## config.mk

```make
export PLATFORM = sky130hd
export DESIGN_NAME = encoder_8to3_serial
export DESIGN_NICKNAME = d
export VERILOG_FILES = /design/src/rtl/encoder_8to3_serial.sv
export SDC_FILE = /design/constraint.sdc
export NUM_CORES = 1
export LEC_CHECK = 0
export BUFFER_PORTS_ARGS = -buffer_cell sky130_fd_sc_hd__buf_4
export CAP_MARGIN = 20
export CORE_MARGIN = 5
export CORE_UTILIZATION = 25
export CTS_CLUSTER_DIAMETER = 40
export CTS_CLUSTER_SIZE = 12
export DETAILED_ROUTE_END_ITERATION = 7
export PLACE_DENSITY_LB_ADDON = 0.15
export SLEW_MARGIN = 25
export SYNTH_ARGS = -nofsm -noshare
export SYNTH_HDL_FRONTEND = slang
export SYNTH_SLANG_ARGS = --single-unit
```

## constraint.sdc

```tcl
create_clock -name clk -period 2 [get_ports clk]
set_input_delay 0.2 -clock clk [delete_from_list [all_inputs] [get_ports clk]]
set_output_delay 0.2 -clock clk [all_outputs]
set_load 0.01 [all_outputs]
```

## src/rtl/encoder_8to3_serial.sv

```systemverilog
// Serializing 8-to-3 encoder: captures a request vector, then emits one index per beat.
// Define ENCODER_ZERO_CODE_EN to report an all-zero vector as a single out_zero beat.
module encoder_8to3_serial #(
  parameter int LSB_FIRST = 1
) (
  input  logic       clk,
  input  logic       rst_n,
  input  logic [7:0] in_vec,
  input  logic       in_valid,
  output logic       in_ready,
  output logic [2:0] out_code,
  output logic       out_valid,
  input  logic       out_ready,
  output logic       out_last,
  output logic       out_zero,
  output logic       busy
);

`ifdef ENCODER_ZERO_CODE_EN
  typedef enum logic [1:0] {IDLE = 2'd0, DRAIN = 2'd1, ZERO = 2'd2} state_e;
`else
  typedef enum logic [1:0] {IDLE = 2'd0, DRAIN = 2'd1} state_e;
`endif

  state_e     state_q, state_d;
  logic [7:0] pend_q, pend_d;
  logic [2:0] idx;
  logic [7:0] sel_mask;
  logic       one_left;

  // Later matches overwrite earlier ones, so scan direction picks the priority end.
  always_comb begin
    idx = 3'd0;
    if (LSB_FIRST != 0) begin
      for (int i = 7; i >= 0; i--) begin
        if (pend_q[i]) idx = 3'(i);
      end
    end else begin
      for (int i = 0; i < 8; i++) begin
        if (pend_q[i]) idx = 3'(i);
      end
    end
  end

  assign sel_mask = 8'd1 << idx;
  assign one_left = (pend_q != 8'd0) && ((pend_q & (pend_q - 8'd1)) == 8'd0);

  always_ff @(posedge clk or negedge rst_n) begin
    if (!rst_n) begin
      state_q <= IDLE;
      pend_q  <= 8'd0;
    end else begin
      state_q <= state_d;
      pend_q  <= pend_d;
    end
  end

  always_comb begin
    state_d = state_q;
    pend_d  = pend_q;
    case (state_q)
      IDLE: begin
        if (in_valid) begin
          if (in_vec != 8'd0) begin
            pend_d  = in_vec;
            state_d = DRAIN;
          end else begin
`ifdef ENCODER_ZERO_CODE_EN
            state_d = ZERO;
`else
            state_d = IDLE;
`endif
          end
        end
      end
      DRAIN: begin
        if (out_ready) begin
          pend_d = pend_q & ~sel_mask;
          if (one_left) state_d = IDLE;
        end
      end
`ifdef ENCODER_ZERO_CODE_EN
      ZERO: begin
        if (out_ready) state_d = IDLE;
      end
`endif
      default: begin
        state_d = IDLE;
        pend_d  = 8'd0;
      end
    endcase
  end

  // Outputs depend only on registered state, never on the handshake inputs.
  assign in_ready  = (state_q == IDLE);
  assign out_valid = (state_q != IDLE);
  assign busy      = (state_q != IDLE);
  assign out_code  = (state_q == DRAIN) ? idx : 3'd0;
`ifdef ENCODER_ZERO_CODE_EN
  assign out_zero  = (state_q == ZERO);
  assign out_last  = ((state_q == DRAIN) && one_left) || (state_q == ZERO);
`else
  assign out_zero  = 1'b0;
  assign out_last  = (state_q == DRAIN) && one_left;
`endif

endmodule
```

==> results of run 1 <==
==> metrics by stage <==
stage | cell area (µm²) | utilization [%] | cells | power [mW]
after floorplan | 652 | - | 74 | 0.942
after global placement | 795 | 32.1 | 120 | 1.21
after detailed placement | 795 | 32.1 | 120 | 1.20
after CTS | 871 | 35.2 | 129 | 1.46
after global routing | 903 | 36.5 | 129 | 1.67
final | 903 | 36.5 | 129 | 1.54
==> critical path, stage by stage, from the launching register on <==
cell and delay, ns:
dfrtp_1 0.41, buf_4 0.17, nor3_2 0.34, a2111oi_4 0.14, a21oi_2 0.17, nor3_2 0.06, buf_4 0.14
==> Yosys cell counts <==
master | count | share of area, %
buf_4 | 2 | 2.3
nor2b_1 | 1 | 0.96
a31oi_1 | 3 | 2.9
nor3_1 | 5 | 3.8
nor2_1 | 6 | 3.5
o211a_1 | 1 | 1.5
or2_1 | 1 | 0.96
dfrtp_1 | 9 | 35
a21oi_1 | 2 | 1.5
nor4_1 | 3 | 2.9
maj3_1 | 1 | 1.5
a21boi_2 | 1 | 1.7
and3_2 | 1 | 1.2
a2111oi_0 | 1 | 1.3
xor2_1 | 1 | 1.3
a221o_1 | 1 | 1.5
buf_2 | 1 | 0.77
a211oi_1 | 1 | 1.2
o32a_1 | 1 | 1.5
nand2_1 | 7 | 4.0
or4_4 | 1 | 1.7
a21o_1 | 3 | 3.5
clkbuf_8 | 1 | 2.1
a22o_1 | 4 | 5.4
conb_1 | 1 | 0.58
or3b_1 | 1 | 1.3
nand2b_1 | 2 | 1.9
o31ai_1 | 1 | 1.2
buf_6 | 3 | 5.2
inv_1 | 3 | 1.7
o21ai_0 | 4 | 3.1
a221oi_1 | 1 | 1.3
==> cell type report <==
class	count	area, µm²
multi-input cells	55	388
clock buffers	4	26.3
flip-flops and latches	9	228
inverters	3	11.3
repair buffers	28	213
well taps	30	37.5
fillers	272	1570
==> what timing repair did <==
item / CTS / global route
setup endpoints to repair: 1 / 2
hold endpoints to repair: 9 / 0
gates cloned: 0 / 0
pin swaps: 1 / 1
setup buffers: 4 / 0
resized for setup: 5 / 5
hold buffers: 1 / 0
==> worst max-delay path by stage <==
stage	startpoint	to	cells past startpoint
after global placement	pend_q[2]$_DFFE_PN0P_	out_last	5
after global routing	pend_q[0]$_DFFE_PN0P_	out_last	6
after floorplan	pend_q[3]$_DFFE_PN0P_	pend_q[5]$_DFFE_PN0P_	6
final	pend_q[0]$_DFFE_PN0P_	out_last	6
after detailed placement	pend_q[2]$_DFFE_PN0P_	out_last	5
after CTS	pend_q[2]$_DFFE_PN0P_	out_last	5
==> metal layers <==
layer	GRT usage [%]	up-vias	routed length, µm
met2	18.7	19	910
met3	3.98	2	109
met5	0	-	0
met1	12.9	327	846
met4	3.72	0	14
li1	-	319	-
==> power groups by stage <==
stage / Sequential (mW) / Combinational, mW / Clock, mW
floorplan: 0.343 / 0.599 / 0
global placement: 0.374 / 0.840 / 0
detailed placement: 0.370 / 0.827 / 0
CTS: 0.350 / 0.966 / 0.148
global route: 0.368 / 1.15 / 0.152
finish: 0.353 / 1.05 / 0.141
==> flip-flops by register name, summed over array words and instances, names as in the netlist <==
| register | flops |
|---|---|
| pend_q | 8 |
| state_q | 1 |
==> logic make-up after synthesis <==
| family | after synthesis | share of synthesized area [%] |
|---|---|---|
| fa+ha+maj | 1 | 1.54 |
| other cells | 1 | 0.575 |
| flops | 9 | 34.5 |
| xor+xnor | 1 | 1.34 |
| compound gates | 24 | 27.6 |
| buf+inv | 10 | 12.1 |
| simple gates | 28 | 22.3 |
==> key figures, run 1 <==
Status
  • Status: finished, final reports clean

Cells and area
  • Final net count: 112
  • Area Overhead vs Synth: 38.6%
  • Most frequent cells in the layout: buf_4 (27), nand2_1 (7), dfrtp_1 (7)
  • Most common cell after layout, fill and taps aside: buf_4
  • N_diodes: 0
  • Layout cells sized above 1: 41.4%

Floorplanning
  • Core Rows: 18
  • Die area: 0.00373 mm²
  • I/O pins: 20
  • Starting Density: 26.3%
  • Die Span Y: around 61 µm
  • Core box area: 0.00248 mm²
  • Die X: 61.1 µm

Clock network
  • Max clock buf depth: 2
  • Clk slew on worst S/H paths: 0.06 ns
  • CTS sink count: 9
  • Worst-Skew Late Latency: 0.26 ns
  • Root buffer cell: clkbuf_4
  • TritonCTS Buffers: 3
  • CTS tree: built
  • CTS H-Tree Depth: 1

Critical path
  • R2R setup slack: between 0.1 and 0.15 ns
  • Worst Reg2Reg Path Length in Cells: 6
  • RR Endpoint: pend_q[5]$_DFFE_PN0P_
  • Critical path type: flop to primary output
  • Crit Path Max Fanout: 5
  • Critical path data arrival time: ~1.7 ns
  • R2R Path Start: pend_q[2]$_DFFE_PN0P_
  • Crit end category: primary output
  • Worst path required time: 1.80 ns
  • CP startpoint kind: flop

Flow run
  • Max Cap Viol: 0

Synthesis
  • Syn Nets: 86
  • Mapped Avg Cell Area: 8.81 µm²
  • Warnings, synthesis: 0
  • Yosys cell types: 32
  • Mapped Area: 652 µm²
  • Cells after Synth: 74
  • #FFs+latches synth: 9
  • Register area share after synthesis: 34.5%

Power and ir drop
  • Pwr/cell area: 1710 mW/mm²
  • Max VDD drop: 0.670 mV
  • Combinational Power Share: between 60% and 70%
  • Net switching share of the total power: about 44%
  • Internal power: 0.870 mW
  • Flop pwr share: between 20 and 25%
  • Clock network fraction of total power: 9.1%
  • Sw Pwr: 0.674 mW
  • P_leak: 0.423 nW

Timing
  • Fin. max-slew vios: 0
  • Crit path time final: 1.89 ns
  • Final setup fails: 0
  • Skew final: 0.00200 ns
  • Setup TNS: 0 ns
  • Period utilisation layout: 94.5%
  • Fmax: around 530 MHz
  • Hold slack: 0.148 ns
  • Setup ws final: 0.111 ns
  • RSZ-0062 raised after global routing: no
  • Final-report hold violation count: 0

Worst hold path
  • Hold path depth: 3
  • Hold Path Sink: pend_q[3]$_DFFE_PN0P_
  • Worst min path class: primary input to flop
  • Hold_sp: in_vec[3]

Drt
  • DRT Wirelength: 1880 µm
  • Via count: 667
  • DRT iter0 DRCs: 20
  • WL per Instance: around 15 µm
  • Router iterations before antenna repair: 4
  • Post-DRT Antenna Nets: 0
  • Via density: about 5.2
  • # DRC: 0

Global route
  • Vias in the first global route: 707
  • Initial antenna violation count: 0
  • Congestion Overflow GR: 0
  • Global-route wire length before repair: 3060 µm
  • Pin count of the biggest net entering global routing: 13
  • Total track usage: 11.0%

Placed design
  • DP Wirelength: roughly 1400 µm
  • Worst slack at placement: around 0.17 ns
  • I/O Buffers: 18
  • GPL Wtd Cong: around 0.75
(Power assumes the default switching activity.)
==> run 2: changes to the inputs <==
--- a/config.mk
+++ b/config.mk
@@ -12,7 +12,6 @@
 export CTS_CLUSTER_DIAMETER = 40
 export CTS_CLUSTER_SIZE = 12
 export DETAILED_ROUTE_END_ITERATION = 7
-export PLACE_DENSITY_LB_ADDON = 0.15
 export SLEW_MARGIN = 25
 export SYNTH_ARGS = -nofsm -noshare
 export SYNTH_HDL_FRONTEND = slang
==> key figures, run 2 (synthesis gave the netlist of run 1 again) <==
Cells and area
  • Fin area: 926 µm² (was 903 µm²)
  • Most frequent cells in the layout: buf_4 (29), nand2_1 (7), dfrtp_1 (7) (was buf_4 (27), nand2_1 (7), dfrtp_1 (7))
  • Area Overhead vs Synth: 42.0% (was 38.6%)
  • Top flop regs: pend_q x8, state_q x1 (unchanged)
  • Layout cells sized above 1: 43.6% (was 41.4%)
  • N_diodes: 0 (unchanged)
  • Fill count: 266 (was 272)
  • Max FFs per register: 8 (unchanged)
  • Post-Layout Cell Count: 131 (was 129)
  • Most flops, register: pend_q (unchanged)
  • Fin util: 37.4% (was 36.5%)
  • Final net count: 114 (was 112)
  • Most common cell after layout, fill and taps aside: buf_4 (unchanged)

Timing
  • Period utilisation layout: 97.3% (was 94.5%)
  • Hold slack: 0.131 ns (was 0.148 ns)
  • Final-report hold violation count: 0 (unchanged)
  • Final setup fails: 0 (unchanged)
  • Crit path time final: 1.95 ns (was 1.89 ns)
  • Fmax: 514 MHz (was 529 MHz)
  • Setup TNS: 0 ns (unchanged)
  • Skew final: 0.00275 ns (was 0.00200 ns)
  • Fin. max-slew vios: 0 (unchanged)

Critical path
  • CP startpoint kind: flop (unchanged)
  • Crit-path max cell delay: 0.49 ns (was 0.41 ns)
  • Crit end category: flop (was primary output)
  • Critical path data arrival time: 2.10 ns (was 1.69 ns)
  • CP Cell Sequence: buf_4 > or4_4 > nor2_2 > a31oi_2 > or2_1 > a221o_1 (was buf_4 > nor3_2 > a2111oi_4 > a21oi_2 > nor3_2 > buf_4)
  • Worst path required time: 2.15 ns (was 1.80 ns)
  • Crit Path Max Fanout: 5 (unchanged)
  • Critical path's slowest cell: or4_4 (was dfrtp_1)
  • Worst Reg2Reg Path Length in Cells: 6 (unchanged)
  • Critical path type: flop to flop (was flop to primary output)

Placed design
  • Placement Cell Area: 795 µm² (unchanged)
  • Cells after DPL: 120 (unchanged)
  • I/O Buffers: 18 (unchanged)
  • DP Wirelength: 1420 µm (was 1400 µm)
  • GPL Wtd Cong: 0.842 (was 0.746)

Floorplanning
  • Die X: 61.1 µm (unchanged)
  • I/O pins: 20 (unchanged)
  • Die area: 0.00373 mm² (unchanged)
  • Die Span Y: 61.1 µm (unchanged)
  • Starting Density: 26.3% (unchanged)
  • Core Rows: 18 (unchanged)
  • Core box area: 0.00248 mm² (unchanged)

Drt
  • Via density: 5.24 (was 5.17)
  • Via count: 686 (was 667)
  • # DRC: 0 (unchanged)
  • DRT iter0 DRCs: 33 (was 20)
  • WL per Instance: 15.7 µm (was 14.6 µm)
  • Post-DRT Antenna Nets: 0 (unchanged)
  • DRT Wirelength: 2050 µm (was 1880 µm)
  • Router iterations before antenna repair: 4 (unchanged)

Clock network
  • TritonCTS Buffers: 3 (unchanged)
  • CTS H-Tree Depth: 1 (unchanged)
  • Worst-Skew Late Latency: 0.27 ns (was 0.26 ns)
  • Root buffer cell: clkbuf_4 (unchanged)
  • CTS tree: built (unchanged)
  • Max clock buf depth: 2 (unchanged)
  • Clk slew on worst S/H paths: 0.07 ns (was 0.06 ns)
  • CTS sink count: 9 (unchanged)

Global route
  • Initial antenna violation count: 0 (unchanged)
  • Global-route wire length before repair: 3230 µm (was 3060 µm)
  • Congestion Overflow GR: 0 (unchanged)
  • Vias in the first global route: 680 (was 707)
  • Total track usage: 12.1% (was 11.0%)
  • Pin count of the biggest net entering global routing: 13 (unchanged)

Worst hold path
  • Worst min path class: primary input to flop (unchanged)
  • Hold path depth: 3 (unchanged)

Status
  • Status: finished, final reports clean (unchanged)

Power and ir drop
  • Clock network fraction of total power: 9.2% (was 9.1%)
  • P_leak: 0.430 nW (was 0.423 nW)
  • Combinational Power Share: 68.5% (was 68.0%)
  • Max VDD drop: 0.634 mV (was 0.670 mV)
  • Pwr/cell area: 1760 mW/mm² (was 1710 mW/mm²)
  • Internal power: 0.908 mW (was 0.870 mW)
  • Sw Pwr: 0.719 mW (was 0.674 mW)
  • Net switching share of the total power: 44.2% (was 43.6%)
  • Flop pwr share: 22.2% (was 22.9%)

Flow run
  • Max Cap Viol: 0 (unchanged)
==> run 2: changes by cell type in the layout (fill, tap and decap cells not counted) <==
cell / change
nor2_1: -1
maj3_1: +1
maj3_2: -1
buf_4: +2
nor2_2: +1
a31oi_1: -1
a31oi_2: +1
==> run 2: repair_timing <==
| action | in CTS | in global routing |
|---|---|---|
| pin swaps | 2 | 0 |
| setup endpoints to repair | 1 | 4 |
| endpoints found under the hold margin | 9 | 0 |
| gates cloned | 0 | 0 |
| resized for setup | 4 | 7 |
| buffers inserted | 5 | 1 |
| hold buffers | 1 | 0 |
==> run 2: power by group through the flow <==
stage               logic (mW)  registers, mW  clock network, mW
CTS                      0.973          0.357              0.157
floorplan                0.599          0.343                  0
global route              1.21          0.373              0.163
finish                    1.12          0.362              0.150
detailed placement       0.819          0.369                  0
global placement         0.812          0.374                  0
==> run 2: final timing paths <==
check	from	end	slack, ns
setup / recovery	pend_q[0]$_DFFE_PN0P_	pend_q[5]$_DFFE_PN0P_	0.05
hold / removal	in_vec[7]	pend_q[7]$_DFFE_PN0P_	0.13
setup reg to reg	pend_q[0]$_DFFE_PN0P_	pend_q[5]$_DFFE_PN0P_	0.05
hold reg to reg	pend_q[7]$_DFFE_PN0P_	pend_q[7]$_DFFE_PN0P_	0.62
max in group asynchronous	rst_n	pend_q[4]$_DFFE_PN0P_	1.56
min in group asynchronous	rst_n	pend_q[2]$_DFFE_PN0P_	0.29
==> run 2: area by class of cell <==
type                            count  area [µm²]  share of cell area [%]
Clock buffer                        4        26.3                    2.84
Tap cell                           30        37.5                    4.05
Sequential cell                     9         228                    24.6
Multi-Input combinational cell     55         395                    42.7
Timing Repair Buffer               30         228                    24.6
Inverter                            3        11.3                    1.22
==> run 2: metal layers <==
| metal | GRT usage (%) | wire length, µm | vias to the layer above |
|---|---|---|---|
| met5 | 0 | 0 | - |
| met4 | 3.72 | 27 | 0 |
| met3 | 5.66 | 161 | 7 |
| met2 | 19.8 | 986 | 27 |
| met1 | 14.0 | 878 | 326 |
| li1 | - | - | 326 |
==> run 2: metrics by stage <==
stage / worst slack (ns) / total power [mW]
after floorplan: 0.181 / 0.942
after global placement: 0.193 / 1.19
after detailed placement: 0.172 / 1.19
after CTS: 0.0379 / 1.49
after global routing: -0.0656 / 1.75
final: 0.0542 / 1.63
==> run 2: critical path: cells and delay by family (launching register included) <==
kind	cells	cell delay, ns
AOI/OAI and AO/OA	2	0.43
buffers and inverters	1	0.16
DFF	1	0.39
and+or+nand+nor	3	0.86
